$ cat config.mk
export PLATFORM = sky130hd
export DESIGN_NAME = vga_frame_reader_flat
export DESIGN_NICKNAME = d
export VERILOG_FILES = /design/src/rtl/vga_frame_reader_if.sv /design/src/rtl/vga_frame_reader.sv /design/src/flat_wrapper.sv
export SDC_FILE = /design/constraint.sdc
export NUM_CORES = 1
export LEC_CHECK = 0
export CAP_MARGIN = 25
export CORE_ASPECT_RATIO = 0.5
export CORE_MARGIN = 2
export CORE_UTILIZATION = 25
export CTS_BUF_LIST = sky130_fd_sc_hd__clkbuf_8
export CTS_CLUSTER_SIZE = 30
export DETAILED_ROUTE_END_ITERATION = 10
export PLACE_DENSITY = 0.57
export SYNTH_ARGS = -nofsm -noshare
export SYNTH_HDL_FRONTEND = slang
export SYNTH_SLANG_ARGS = --single-unit
$ cat constraint.sdc
create_clock -name pclk -period 3.5 [get_ports pclk]
set_clock_uncertainty 0.05 [all_clocks]
set_input_delay 0.875 -clock pclk [delete_from_list [all_inputs] [get_ports pclk]]
set_output_delay 0.875 -clock pclk [all_outputs]
set_load 0.02 [all_outputs]
$ cat src/rtl/vga_frame_reader_if.sv
// Frame buffer read port: the reader drives oe/rAddr, the buffer answers with rData one pclk later.
interface vga_frame_reader_if;
  logic        oe;
  logic [16:0] rAddr;
  logic [15:0] rData;

  modport master (output oe, output rAddr, input rData);
  modport slave  (input oe, input rAddr, output rData);
endinterface

$ cat src/rtl/vga_frame_reader.sv
// Scans the 320x240 RGB565 frame buffer out as 640x480@60 VGA with 2x pixel/line duplication.
// Counters address the buffer directly; sync, DE and position ride a 2-stage pipeline alongside the read data.
module vga_frame_reader #(
  parameter int H_VISIBLE = 640,
  parameter int H_FP      = 16,
  parameter int H_SYNC    = 96,
  parameter int H_BP      = 48,
  parameter int V_VISIBLE = 480,
  parameter int V_FP      = 10,
  parameter int V_SYNC    = 2,
  parameter int V_BP      = 33
) (
  input  logic               pclk,
  input  logic               reset_n,
  vga_frame_reader_if.master fb,
  output logic               h_sync,
  output logic               v_sync,
  output logic               de,
  output logic [9:0]         x_pixel,
  output logic [9:0]         y_pixel,
  output logic [3:0]         red,
  output logic [3:0]         green,
  output logic [3:0]         blue,
  output logic               frame_start
);

  localparam int H_TOTAL = H_VISIBLE + H_FP + H_SYNC + H_BP;
  localparam int V_TOTAL = V_VISIBLE + V_FP + V_SYNC + V_BP;

  localparam logic [9:0] H_ACT      = 10'(H_VISIBLE);
  localparam logic [9:0] H_LAST     = 10'(H_TOTAL - 1);
  localparam logic [9:0] HS_FIRST   = 10'(H_VISIBLE + H_FP);
  localparam logic [9:0] HS_LAST    = 10'(H_VISIBLE + H_FP + H_SYNC - 1);
  localparam logic [9:0] V_ACT      = 10'(V_VISIBLE);
  localparam logic [9:0] V_LAST     = 10'(V_TOTAL - 1);
  localparam logic [9:0] VS_FIRST   = 10'(V_VISIBLE + V_FP);
  localparam logic [9:0] VS_LAST    = 10'(V_VISIBLE + V_FP + V_SYNC - 1);

  logic        run_q, run_d;
  logic [9:0]  h_cnt_q, h_cnt_d;
  logic [9:0]  v_cnt_q, v_cnt_d;

  logic        active;
  logic        hs_raw, vs_raw, fs_raw;
  logic [8:0]  row, col;
  logic [16:0] addr;

  logic        act1_q, act1_d;
  logic        hs1_q, hs1_d;
  logic        vs1_q, vs1_d;
  logic        fs1_q, fs1_d;
  logic [9:0]  x1_q, x1_d;
  logic [9:0]  y1_q, y1_d;

  logic        de_q, de_d;
  logic        h_sync_q, h_sync_d;
  logic        v_sync_q, v_sync_d;
  logic        frame_start_q, frame_start_d;
  logic [9:0]  x_pixel_q, x_pixel_d;
  logic [9:0]  y_pixel_q, y_pixel_d;
  logic [3:0]  red_q, red_d;
  logic [3:0]  green_q, green_d;
  logic [3:0]  blue_q, blue_d;

  // run_q holds the scan at (0,0) for the first edge after reset release, so that
  // pixel (0,0) is read on the first cycle and oe stays low while reset is asserted.
  always_comb begin
    run_d   = 1'b1;
    h_cnt_d = h_cnt_q;
    v_cnt_d = v_cnt_q;
    if (run_q) begin
      if (h_cnt_q == H_LAST) begin
        h_cnt_d = '0;
        v_cnt_d = (v_cnt_q == V_LAST) ? '0 : v_cnt_q + 10'd1;
      end else begin
        h_cnt_d = h_cnt_q + 10'd1;
      end
    end

    active = run_q && (h_cnt_q < H_ACT) && (v_cnt_q < V_ACT);
    hs_raw = !(run_q && (h_cnt_q >= HS_FIRST) && (h_cnt_q <= HS_LAST));
    vs_raw = !(run_q && (v_cnt_q >= VS_FIRST) && (v_cnt_q <= VS_LAST));
    fs_raw = run_q && (h_cnt_q == '0) && (v_cnt_q == '0);

    // Halving both counters gives the 2x duplication; row*320 = (row<<8)+(row<<6).
    row  = v_cnt_q[9:1];
    col  = h_cnt_q[9:1];
    addr = active ? ({row, 8'b0} + 17'({row, 6'b0}) + 17'(col)) : '0;

    act1_d = active;
    hs1_d  = hs_raw;
    vs1_d  = vs_raw;
    fs1_d  = fs_raw;
    x1_d   = h_cnt_q;
    y1_d   = v_cnt_q;

    de_d          = act1_q;
    h_sync_d      = hs1_q;
    v_sync_d      = vs1_q;
    frame_start_d = fs1_q;
    x_pixel_d     = x1_q;
    y_pixel_d     = y1_q;
    red_d         = act1_q ? fb.rData[15:12] : 4'h0;
    green_d       = act1_q ? fb.rData[10:7]  : 4'h0;
    blue_d        = act1_q ? fb.rData[4:1]   : 4'h0;
  end

  always_ff @(posedge pclk or negedge reset_n) begin
    if (!reset_n) begin
      run_q         <= 1'b0;
      h_cnt_q       <= '0;
      v_cnt_q       <= '0;
      act1_q        <= 1'b0;
      hs1_q         <= 1'b1;
      vs1_q         <= 1'b1;
      fs1_q         <= 1'b0;
      x1_q          <= '0;
      y1_q          <= '0;
      de_q          <= 1'b0;
      h_sync_q      <= 1'b1;
      v_sync_q      <= 1'b1;
      frame_start_q <= 1'b0;
      x_pixel_q     <= '0;
      y_pixel_q     <= '0;
      red_q         <= '0;
      green_q       <= '0;
      blue_q        <= '0;
    end else begin
      run_q         <= run_d;
      h_cnt_q       <= h_cnt_d;
      v_cnt_q       <= v_cnt_d;
      act1_q        <= act1_d;
      hs1_q         <= hs1_d;
      vs1_q         <= vs1_d;
      fs1_q         <= fs1_d;
      x1_q          <= x1_d;
      y1_q          <= y1_d;
      de_q          <= de_d;
      h_sync_q      <= h_sync_d;
      v_sync_q      <= v_sync_d;
      frame_start_q <= frame_start_d;
      x_pixel_q     <= x_pixel_d;
      y_pixel_q     <= y_pixel_d;
      red_q         <= red_d;
      green_q       <= green_d;
      blue_q        <= blue_d;
    end
  end

  assign fb.oe       = active;
  assign fb.rAddr    = addr;
  assign h_sync      = h_sync_q;
  assign v_sync      = v_sync_q;
  assign de          = de_q;
  assign x_pixel     = x_pixel_q;
  assign y_pixel     = y_pixel_q;
  assign red         = red_q;
  assign green       = green_q;
  assign blue        = blue_q;
  assign frame_start = frame_start_q;

endmodule

$ cat src/flat_wrapper.sv
// flat-port wrapper written by rule: the top's interface ports become plain ports
module vga_frame_reader_flat 
#(
  parameter int H_VISIBLE = 640,
  parameter int H_FP      = 16,
  parameter int H_SYNC    = 96,
  parameter int H_BP      = 48,
  parameter int V_VISIBLE = 480,
  parameter int V_FP      = 10,
  parameter int V_SYNC    = 2,
  parameter int V_BP      = 33
)
  (pclk, reset_n, h_sync, v_sync, de, x_pixel, y_pixel, red, green, blue, frame_start, fb_oe, fb_rAddr, fb_rData);
  vga_frame_reader_if fb_i ();
  input  logic pclk;
  input  logic reset_n;
  output logic h_sync;
  output logic v_sync;
  output logic de;
  output logic [9:0] x_pixel;
  output logic [9:0] y_pixel;
  output logic [3:0] red;
  output logic [3:0] green;
  output logic [3:0] blue;
  output logic frame_start;
  output wire logic [$bits(fb_i.oe)-1:0] fb_oe;
  output wire logic [$bits(fb_i.rAddr)-1:0] fb_rAddr;
  input wire logic [$bits(fb_i.rData)-1:0] fb_rData;
  assign fb_oe = fb_i.oe;
  assign fb_rAddr = fb_i.rAddr;
  assign fb_i.rData = fb_rData;
  vga_frame_reader #(.H_VISIBLE(H_VISIBLE), .H_FP(H_FP), .H_SYNC(H_SYNC), .H_BP(H_BP), .V_VISIBLE(V_VISIBLE), .V_FP(V_FP), .V_SYNC(V_SYNC), .V_BP(V_BP)) u_core (.pclk(pclk), .reset_n(reset_n), .fb(fb_i), .h_sync(h_sync), .v_sync(v_sync), .de(de), .x_pixel(x_pixel), .y_pixel(y_pixel), .red(red), .green(green), .blue(blue), .frame_start(frame_start));
endmodule
==> results of run 1 <==
==> registers in the layout, summed over array words and instances, names as in the netlist, 10 cells and up <==
signal and count:
u_core.x_pixel 10, u_core.y_pixel 10, u_core.v_cnt_q 10, u_core.h_cnt_q 10, u_core.x1_q 10, u_core.y1_q 10
==> through the flow <==
| stage | cells | TNS (ns) | power (mW) | cell area, um^2 | setup WS (ns) |
|---|---|---|---|---|---|
| floorplan | 280 | 0 | 1.33 | 3380 | 0.0338 |
| global placement | 536 | -1.76 | 1.52 | 4430 | -0.397 |
| detailed placement | 536 | -1.65 | 1.52 | 4430 | -0.392 |
| CTS | 555 | -0.238 | 2.25 | 4730 | -0.124 |
| global route | 560 | -1.50 | 2.34 | 4840 | -0.272 |
| finish | 560 | -0.456 | 2.21 | 4840 | -0.138 |
==> logic make-up (layout without fill, tap and decap cells) <==
logic type	count (synthesis)	in the layout	share of synthesized area
AO/OA/AOI/OAI	36	36	0.0645
XOR/XNOR	12	12	0.0313
adder cells (fa/ha/maj)	24	24	0.0939
buffers and inverters	21	131	0.0265
flip-flops	81	81	0.605
multiplexers	3	3	0.00894
other	1	1	0.00112
AND/OR/NAND/NOR	102	102	0.169
==> final cells by class <==
cell class | count | area, um^2
inverters | 12 | 48.8
fillers | 1250 | 8040
well taps | 170 | 213
clock buffers | 10 | 138
multi-input cells | 178 | 1380
clock inverters | 6 | 72.6
repair buffers | 103 | 965
flip-flops and latches | 81 | 2030
==> metal layers <==
metal / up-vias / GRT usage
met5: - / 0
met4: 0 / 0.0427
met3: 12 / 0.0341
met2: 53 / 0.165
met1: 1148 / 0.154
li1: 1176 / -
==> cell usage in the layout (no fill, tap or decap), types with 2 or more instances in the layout <==
master,instances
a21oi_1,3
a21oi_2,2
a31oi_1,3
and2_1,18
and3_1,4
and4_1,3
buf_4,38
buf_6,5
clkbuf_8,10
clkdlybuf4s50_1,48
clkinvlp_4,2
dfrtp_1,77
dfstp_2,4
dlygate4sd2_1,4
dlymetal6s2s_1,6
ha_1,18
ha_4,3
inv_1,8
inv_2,3
inv_6,3
mux2i_1,2
nand2_1,20
nand2b_1,4
nand3_1,9
nand4_1,7
nand4b_1,2
nor2_1,13
nor3_1,5
nor3_2,2
nor4_1,2
nor4b_1,2
o21a_1,3
o21ai_0,12
o21ai_1,3
or3_1,3
or4_1,2
xnor2_1,11
==> worst min-delay path by stage <==
stage                                               end  slack (ns)  depth (start not counted)
final                     u_core.h_cnt_q[7]$_DFFE_PN0P_        0.30                          1
after global routing      u_core.h_cnt_q[7]$_DFFE_PN0P_        0.29                          1
after CTS                   u_core.x_pixel[8]$_DFF_PN0_        0.30                          0
after detailed placement    u_core.x_pixel[2]$_DFF_PN0_        0.28                          0
after global placement      u_core.x_pixel[9]$_DFF_PN0_        0.28                          0
after floorplan            u_core.frame_start$_DFF_PN0_        0.28                          0
==> power breakdown <==
group	switching [mW]	leakage, nW	internal (mW)
clock network	0.358	0.104	0.358
logic	0.183	1.14	0.181
registers	0.0865	1.07	1.05
==> worst max-delay path: stages (launching register included) <==
cell and delay [ns]:
dfrtp_1 0.36, inv_2 0.05, fa_1 0.55, inv_2 0.05, fa_2 0.36, a211oi_4 0.28, o21ai_1 0.13, a21oi_2 0.17
mux2i_2 0.22, buf_4 0.17
==> repair_timing <==
| action | 4_1_cts | 5_1_grt |
|---|---|---|
| setup buffers | 3 | 4 |
| endpoints found under the hold margin | 0 | 0 |
| gates resized for setup | 59 | 19 |
| setup endpoints to repair | 15 | 14 |
| pin swaps | 12 | 11 |
==> flow_summary.json, run 1 <==
{
  "first_iter_violations": 66,
  "path_clk_slew_ns": 0.09,
  "syn_area_um2": 3360,
  "h-tree-depth": 3,
  "p_per_area_nw_per_um2": 457,
  "cts.sinks": 81,
  "grt_pass1_vias": 2428,
  "worst-setup-path-type": "flip-flop to output pin",
  "rsz0062_at_grt": "yes",
  "synth_enable_flop_cells": 0,
  "tightest_slew_ns": 0.508,
  "yosysSeqAreaShare": 0.605,
  "r2r_setup_slack_ns": 1.21,
  "setup_ws_ns": -0.138,
  "wl_um": 7520,
  "dr.max_layer_used": "met4",
  "numCtsBuffers": 9,
  "gr-usage-all-layers": 0.112,
  "postRouteAntennaNets": 0,
  "ir_worst_vdd_mv": 0.166,
  "grt_first_pass_wirelength_um": 12600,
  "slew_headroom": 0.656,
  "ys_types": 43,
  "gp_congestion": 0.816,
  "synth_commonest_cells": "dfrtp_1 (77), ha_1 (22), nand2_1 (20)",
  "timing.final.hold_violations": 0,
  "clock_path_buffers": 2,
  "fp.dieH_um": 86.0,
  "crit_path_end": "fb_rAddr[13]",
  "report.final.slew_viol_count": 0,
  "nNetsFinal": 427,
  "synthCells": 280,
  "critPathMaxFanout": 3,
  "grt-ovfl-total": 0,
  "status": "complete, but fails checks",
  "period_minus_slack_ns": 3.64,
  "cts_tree": "yes",
  "io_buffers": 67,
  "drive_gt1_frac": 0.226,
  "hold_path_class": "input pin to async pin",
  "wl_per_cell_um": 13.4,
  "netlist_top_cells_area": "dfrtp_1 (57%), ha_1 (8.2%), and2_1 (3.4%), dfstp_2 (3.1%), xnor2_1 (2.9%)",
  "clock_latency_ns": 0.36,
  "r2r-start": "u_core.h_cnt_q[7]$_DFFE_PN0P_",
  "post-route-util": 0.376,
  "synth_area_leader_cell": "dfrtp_1",
  "grt_max_degree": 82,
  "drv_cap": 0,
  "cp.arrival_ns": 2.71,
  "die_x_um": 168,
  "violations": "setup timing",
  "firstDrtPassIters": 5,
  "avgSynthCellArea_um2": 12.0,
  "fin_crit_sh": 1.04,
  "met1Wirelength_um": 3730,
  "r2r_cells": 5,
  "timing.rr.end": "u_core.v_cnt_q[7]$_DFFE_PN0P_",
  "cp.required_ns": 2.57,
  "setup_viol": 6,
  "drc": 0,
  "routed-wl-met3_um": 341,
  "antenna_found_initial": 0,
  "hpwl_um": 5180,
  "antenna_cells": 0,
  "initial_core_util": 0.261,
  "dr_wl_met2_um": 3330,
  "leakage_nw": 2.32,
  "whs_ns": 0.302,
  "io_pins": 72,
  "crit_path_end_kind": "output pin",
  "startpoint": "u_core.v_cnt_q[1]$_DFFE_PN0P_",
  "coreArea_um2": 12900,
  "dieArea_um2": 14400,
  "viasPerCell": 4.27,
  "yosysWarnings": 0,
  "synth.most_common_cell": "dfrtp_1",
  "area_growth_pct": 44.3,
  "syn_nets": 322,
  "synth_seq_cells": 81,
  "num_vias": 2389,
  "yosysTopAreaCellShare": 0.574,
  "cp-start-kind": "flip-flop",
  "placementRows": 29,
  "fmax_mhz": 275,
  "async_reset_ff_frac": 1.00,
  "holdBufCountCts": 0,
  "dominantRegCellSynth": "dfrtp_1",
  "cts_root_buffer": "clkbuf_8"
}
No activity file was read; power rests on OpenSTA's default activity.
==> run 2: changes to the inputs <==
--- a/config.mk
+++ b/config.mk
@@ -12,6 +12,7 @@
 export CTS_BUF_LIST = sky130_fd_sc_hd__clkbuf_8
 export CTS_CLUSTER_SIZE = 30
 export DETAILED_ROUTE_END_ITERATION = 10
+export GPL_TIMING_DRIVEN = 0
 export PLACE_DENSITY = 0.57
 export SYNTH_ARGS = -nofsm -noshare
 export SYNTH_HDL_FRONTEND = slang
==> run 2 against run 1 <==
  * The flow still finishes with violations (setup timing)
  * Power down 3.7%
  * Critical path depth is the same
  * Global-route usage shrank 0.43 points
  * Non-clock buffer count is 21 lower
  * Cell area fell by 5.2%
  * Flip-flop and latch count unchanged
  * Cell count decreased by 3.8%
  * Register-to-register slack worse by 0.07 ns
  * Utilization is 2.0 points lower
  * Largest cell class unchanged
  * Largest power group unchanged
==> flow_summary.json, run 2 (synthesis gave the netlist of run 1 again) <==
{
  "status": "complete, but fails checks",
  "violations": "setup timing",
  "wl_per_cell_um": 13.3,
  "io_pins": 72,
  "crit_chain": "inv_2, fa_1, inv_2, fa_2, a211oi_4, nor3_2, o31a_1, nor3_4, buf_6",
  "firstDrtPassIters": 4,
  "grt_first_pass_wirelength_um": 11900,
  "cts.sinks": 81,
  "gr-usage-all-layers": 0.107,
  "initial_core_util": 0.261,
  "r2r-start": "u_core.h_cnt_q[7]$_DFFE_PN0P_",
  "numCtsBuffers": 9,
  "drc": 0,
  "final_area_um2": 4590,
  "final_cell_mix": "dfrtp_1 (70), clkdlybuf4s50_1 (50), nand2_1 (20), and2_1 (18), ha_1 (17)",
  "holdBufCountCts": 0,
  "leakage_nw": 2.10,
  "fmax_mhz": 274,
  "grt-ovfl-total": 0,
  "cp.arrival_ns": 2.73,
  "hpwl_um": 5090,
  "antenna_cells": 0,
  "critPathMaxFanout": 3,
  "area_growth_pct": 36.7,
  "crit_path_end_kind": "output pin",
  "gp_congestion": 0.833,
  "period_minus_slack_ns": 3.65,
  "hold_path_class": "flip-flop to flip-flop",
  "num_vias": 2332,
  "clock_path_buffers": 2,
  "grt_most_used_layer": "met2",
  "grt_pass1_vias": 2318,
  "tightest_slew_ns": 0.514,
  "setup_ws_ns": -0.153,
  "io_buffers": 67,
  "nNetsFinal": 406,
  "dieArea_um2": 14400,
  "coreArea_um2": 12900,
  "h-tree-depth": 3,
  "grt_max_degree": 55,
  "timing.final.hold_violations": 0,
  "wl_um": 7160,
  "crit_path_top_delay_cell": "fa_1",
  "post-route-util": 0.356,
  "antenna_found_initial": 0,
  "drive_gt1_frac": 0.190,
  "postRouteAntennaNets": 0,
  "power_mw": 2.13,
  "ir_worst_vdd_mv": 0.223,
  "p_per_area_nw_per_um2": 464,
  "setup_viol": 2,
  "report.final.slew_viol_count": 0,
  "path_clk_slew_ns": 0.09,
  "grt.met2_usage": 0.165,
  "clock_latency_ns": 0.36,
  "startpoint": "u_core.v_cnt_q[1]$_DFFE_PN0P_",
  "final_common_cell": "dfrtp_1",
  "fin_crit_sh": 1.04,
  "cp-start-kind": "flip-flop",
  "crit_top_cell": "inv_2",
  "hp-start": "u_core.y1_q[7]$_DFF_PN0_",
  "first_iter_violations": 79,
  "cts_tree": "yes",
  "worst-setup-path-type": "flip-flop to output pin",
  "viasPerCell": 4.33,
  "grtUsageMet3": 0.0341,
  "die_x_um": 168,
  "dpl_cell_area_um2": 4290,
  "fp.dieH_um": 86.0,
  "met1_usage": 0.144,
  "drv_cap": 0,
  "placementRows": 29,
  "slew_headroom": 0.652,
  "rsz0062_at_grt": "yes",
  "critPathMaxStageDelay_ns": 0.55,
  "cts_root_buffer": "clkbuf_8",
  "cp.required_ns": 2.57
}
[run 2: metrics by stage]
step	TNS [ns]	hold WS [ns]	std cells	setup slack [ns]
final	-0.300	0.301	539	-0.153
after global routing	-0.722	0.307	539	-0.288
after CTS	-0.377	0.300	538	-0.192
after detailed placement	-5.68	0.285	518	-0.688
after global placement	-118.04	0.284	517	-1.44
after floorplan	0	0.281	280	0.0338
[run 2: final timing paths]
path,cells past startpoint,end,slack [ns]
max,9,fb_rAddr[15],-0.15
min,0,u_core.y_pixel[7]$_DFF_PN0_,0.30
max reg2reg,5,u_core.v_cnt_q[5]$_DFFE_PN0P_,1.14
min reg2reg,0,u_core.y_pixel[7]$_DFF_PN0_,0.30
max in group asynchronous,2,u_core.v_sync$_DFF_PN1_,2.38
min in group asynchronous,1,u_core.v_cnt_q[4]$_DFFE_PN0P_,0.38
[run 2: worst max-delay path, delay by kind of cell, from the launching register on]
family	cells	cell delay, ns
AOI/OAI and AO/OA	2	0.61
adders and majority gates	2	0.92
buffers and inverters	3	0.25
DFF	1	0.38
and+or+nand+nor	2	0.21
[run 2: repair_timing]
item / CTS / global route
endpoints found under the hold margin: 0 / 0
pin swaps: 12 / 7
gates resized for setup: 62 / 12
endpoints found under the setup margin: 17 / 7
buffers inserted: 6 / 1
[run 2: power breakdown]
part	total [mW]	leakage (nW)	internal [mW]	switching [mW]
Sequential	1.12	1.06	1.05	0.0739
Combinational	0.381	0.951	0.183	0.198
Clock	0.628	0.0908	0.265	0.363
[run 2: final cells by class]
type | count | area [um^2]
well taps | 170 | 213
repair buffers | 75 | 718
clock inverters | 7 | 52.6
multi-input cells | 178 | 1360
fillers | 1254 | 8290
plain buffers | 7 | 40.0
inverters | 12 | 45.0
clock buffers | 9 | 124
flip-flops and latches | 81 | 2040
[run 2: metal layers]
metal / wire (um) / vias up
met5: 0 / -
met3: 337 / 6
met1: 3590 / 1131
met2: 3160 / 55
met4: 76 / 0
li1: - / 1140
==> run 3: changes to the inputs <==
--- a/config.mk
+++ b/config.mk
@@ -13,7 +13,7 @@
 export CTS_CLUSTER_SIZE = 30
 export DETAILED_ROUTE_END_ITERATION = 10
 export GPL_TIMING_DRIVEN = 0
-export PLACE_DENSITY = 0.57
+export PLACE_DENSITY = 0.55
 export SYNTH_ARGS = -nofsm -noshare
 export SYNTH_HDL_FRONTEND = slang
 export SYNTH_SLANG_ARGS = --single-unit
==> constraint.sdc (replaced) <==
create_clock -name pclk -period 3.6 [get_ports pclk]
set_clock_uncertainty 0.05 [all_clocks]
set_input_delay 0.9 -clock pclk [delete_from_list [all_inputs] [get_ports pclk]]
set_output_delay 0.9 -clock pclk [all_outputs]
set_load 0.02 [all_outputs]
==> run 3 against run 2 <==
  * The flow still finishes with violations (setup timing)
  * Combinational power fell by 4%
  * Hold slack got worse by 0.0035 ns
  * Global-route usage about the same
  * Critical path type unchanged
  * Largest power group unchanged
  * Highest routed layer unchanged
==> flow_summary.json, run 3 (synthesis gave the netlist of run 1 again) <==
{
  "fp.dieH_um": 86.0,
  "violations": "setup timing",
  "cp-start-kind": "flip-flop",
  "hold_path_class": "flip-flop to flip-flop",
  "holdBufCountCts": 0,
  "die_x_um": 168,
  "wl_um": 7290,
  "drv_cap": 0,
  "timing.final.hold_violations": 0,
  "leakage_nw": 2.12,
  "path_clk_slew_ns": 0.09,
  "hp-start": "u_core.y1_q[6]$_DFF_PN0_",
  "postRouteAntennaNets": 0,
  "period_minus_slack_ns": 3.67,
  "fin_crit_sh": 1.02,
  "antenna_found_initial": 0,
  "final_cell_mix": "dfrtp_1 (70), clkdlybuf4s50_1 (51), nand2_1 (20), ha_1 (19), and2_1 (18)",
  "drc": 0,
  "ir_worst_vdd_mv": 0.178,
  "tightest_slew_ns": 0.540,
  "final_common_cell": "dfrtp_1",
  "status": "complete, but fails checks",
  "wl_per_cell_um": 13.5,
  "placementRows": 29,
  "r2r_cells": 5,
  "cp.arrival_ns": 2.72,
  "slew_headroom": 0.635,
  "viasPerCell": 4.35,
  "grt_max_degree": 64,
  "cp.required_ns": 2.65,
  "hold_depth": 0,
  "nNetsFinal": 408,
  "initial_core_util": 0.261,
  "gp_congestion": 0.814,
  "stdcell_count": 541,
  "coreArea_um2": 12900,
  "cts_root_buffer": "clkbuf_8",
  "r2r-start": "u_core.h_cnt_q[7]$_DFFE_PN0P_",
  "clock_latency_ns": 0.35,
  "power_mw": 2.15,
  "rsz0062_at_grt": "yes",
  "clock_path_buffers": 2,
  "hold_end": "u_core.y_pixel[6]$_DFF_PN0_",
  "worst-setup-path-type": "flip-flop to output pin",
  "setup_viol": 2,
  "antenna_cells": 0,
  "crit_path_end_kind": "output pin",
  "grt_first_pass_wirelength_um": 11800,
  "r2r_setup_slack_ns": 1.11,
  "numCtsBuffers": 9,
  "area_growth_pct": 36.7,
  "p_per_area_nw_per_um2": 469,
  "first_iter_violations": 89,
  "grt-ovfl-total": 0,
  "cts_tree": "yes",
  "critPathMaxFanout": 3,
  "h-tree-depth": 3,
  "timing.rr.end": "u_core.v_cnt_q[8]$_DFFE_PN0P_",
  "grt_pass1_vias": 2358,
  "cts.sinks": 81,
  "report.final.slew_viol_count": 0,
  "io_buffers": 67,
  "dp_cells": 518,
  "drive_gt1_frac": 0.183,
  "hpwl_um": 4970,
  "firstDrtPassIters": 4,
  "num_vias": 2351,
  "dieArea_um2": 14400,
  "setup_ws_ns": -0.0661,
  "io_pins": 72,
  "gr-usage-all-layers": 0.107,
  "fmax_mhz": 273
}
## run 3: how the worst max path moves through the flow
stage / start / endpoint / slack, ns / cells past startpoint
2_1_floorplan: u_core.v_cnt_q[1]$_DFFE_PN0P_ / fb_rAddr[15] / 0.01 / 8
3_3_place_gp: reset_n / u_core.act1_q$_DFF_PN0_ / -1.32 / 1
3_5_place_dp: u_core.v_cnt_q[1]$_DFFE_PN0P_ / fb_rAddr[13] / -0.67 / 9
4_1_cts: u_core.v_cnt_q[1]$_DFFE_PN0P_ / fb_rAddr[15] / -0.08 / 9
5_1_grt: u_core.v_cnt_q[1]$_DFFE_PN0P_ / fb_rAddr[15] / -0.20 / 9
6_report: u_core.v_cnt_q[1]$_DFFE_PN0P_ / fb_rAddr[15] / -0.07 / 9
## run 3: worst max-delay path, stage by stage, from the launching register on
cell and delay, ns:
dfrtp_2 0.39, inv_4 0.04, fa_1 0.55, inv_2 0.05, fa_2 0.38, a211oi_4 0.29
nor3_2 0.08, o31a_1 0.29, nor3_2 0.14, buf_4 0.16
## run 3: through the flow
| step | TNS, ns | setup slack [ns] | utilization | instance area (um^2) | hold slack [ns] |
|---|---|---|---|---|---|
| finish | -0.104 | -0.0661 | 0.356 | 4590 | 0.297 |
| detailed placement | -4.18 | -0.668 | 0.332 | 4280 | 0.285 |
| CTS | -0.153 | -0.0785 | 0.354 | 4560 | 0.303 |
| floorplan | 0 | 0.00994 | - | 3370 | 0.281 |
| global route | -0.513 | -0.198 | 0.356 | 4590 | 0.306 |
| global placement | -106.72 | -1.32 | 0.330 | 4250 | 0.282 |
## run 3: what timing repair did
item,in CTS,in global routing
hold endpoints to repair,0,0
endpoints found under the setup margin,16,7
pin swaps,4,5
gates resized for setup,56,13
buffers inserted,6,3
## run 3: cell type report
type	count	area (um^2)
buffer	7	40.0
clock buffer	11	151
clock inverter	5	62.6
fill	1274	8290
inverter	12	47.5
multi-input combinational	178	1310
sequential	81	2040
tap	170	213
timing repair buffer	77	728
## run 3: metal layers
metal	vias to the layer above	wire (um)	part of all wire	GRT usage
met5	-	0	0	0
met4	0	130	0.018	0.0443
met3	14	423	0.058	0.0369
met2	65	3150	0.43	0.157
met1	1138	3580	0.49	0.145
li1	1134	-	-	-
## run 3: power breakdown
group          switching, mW  internal, mW
sequential            0.0730          1.02
clock                  0.336         0.362
combinational          0.189         0.177
total                  0.597          1.56
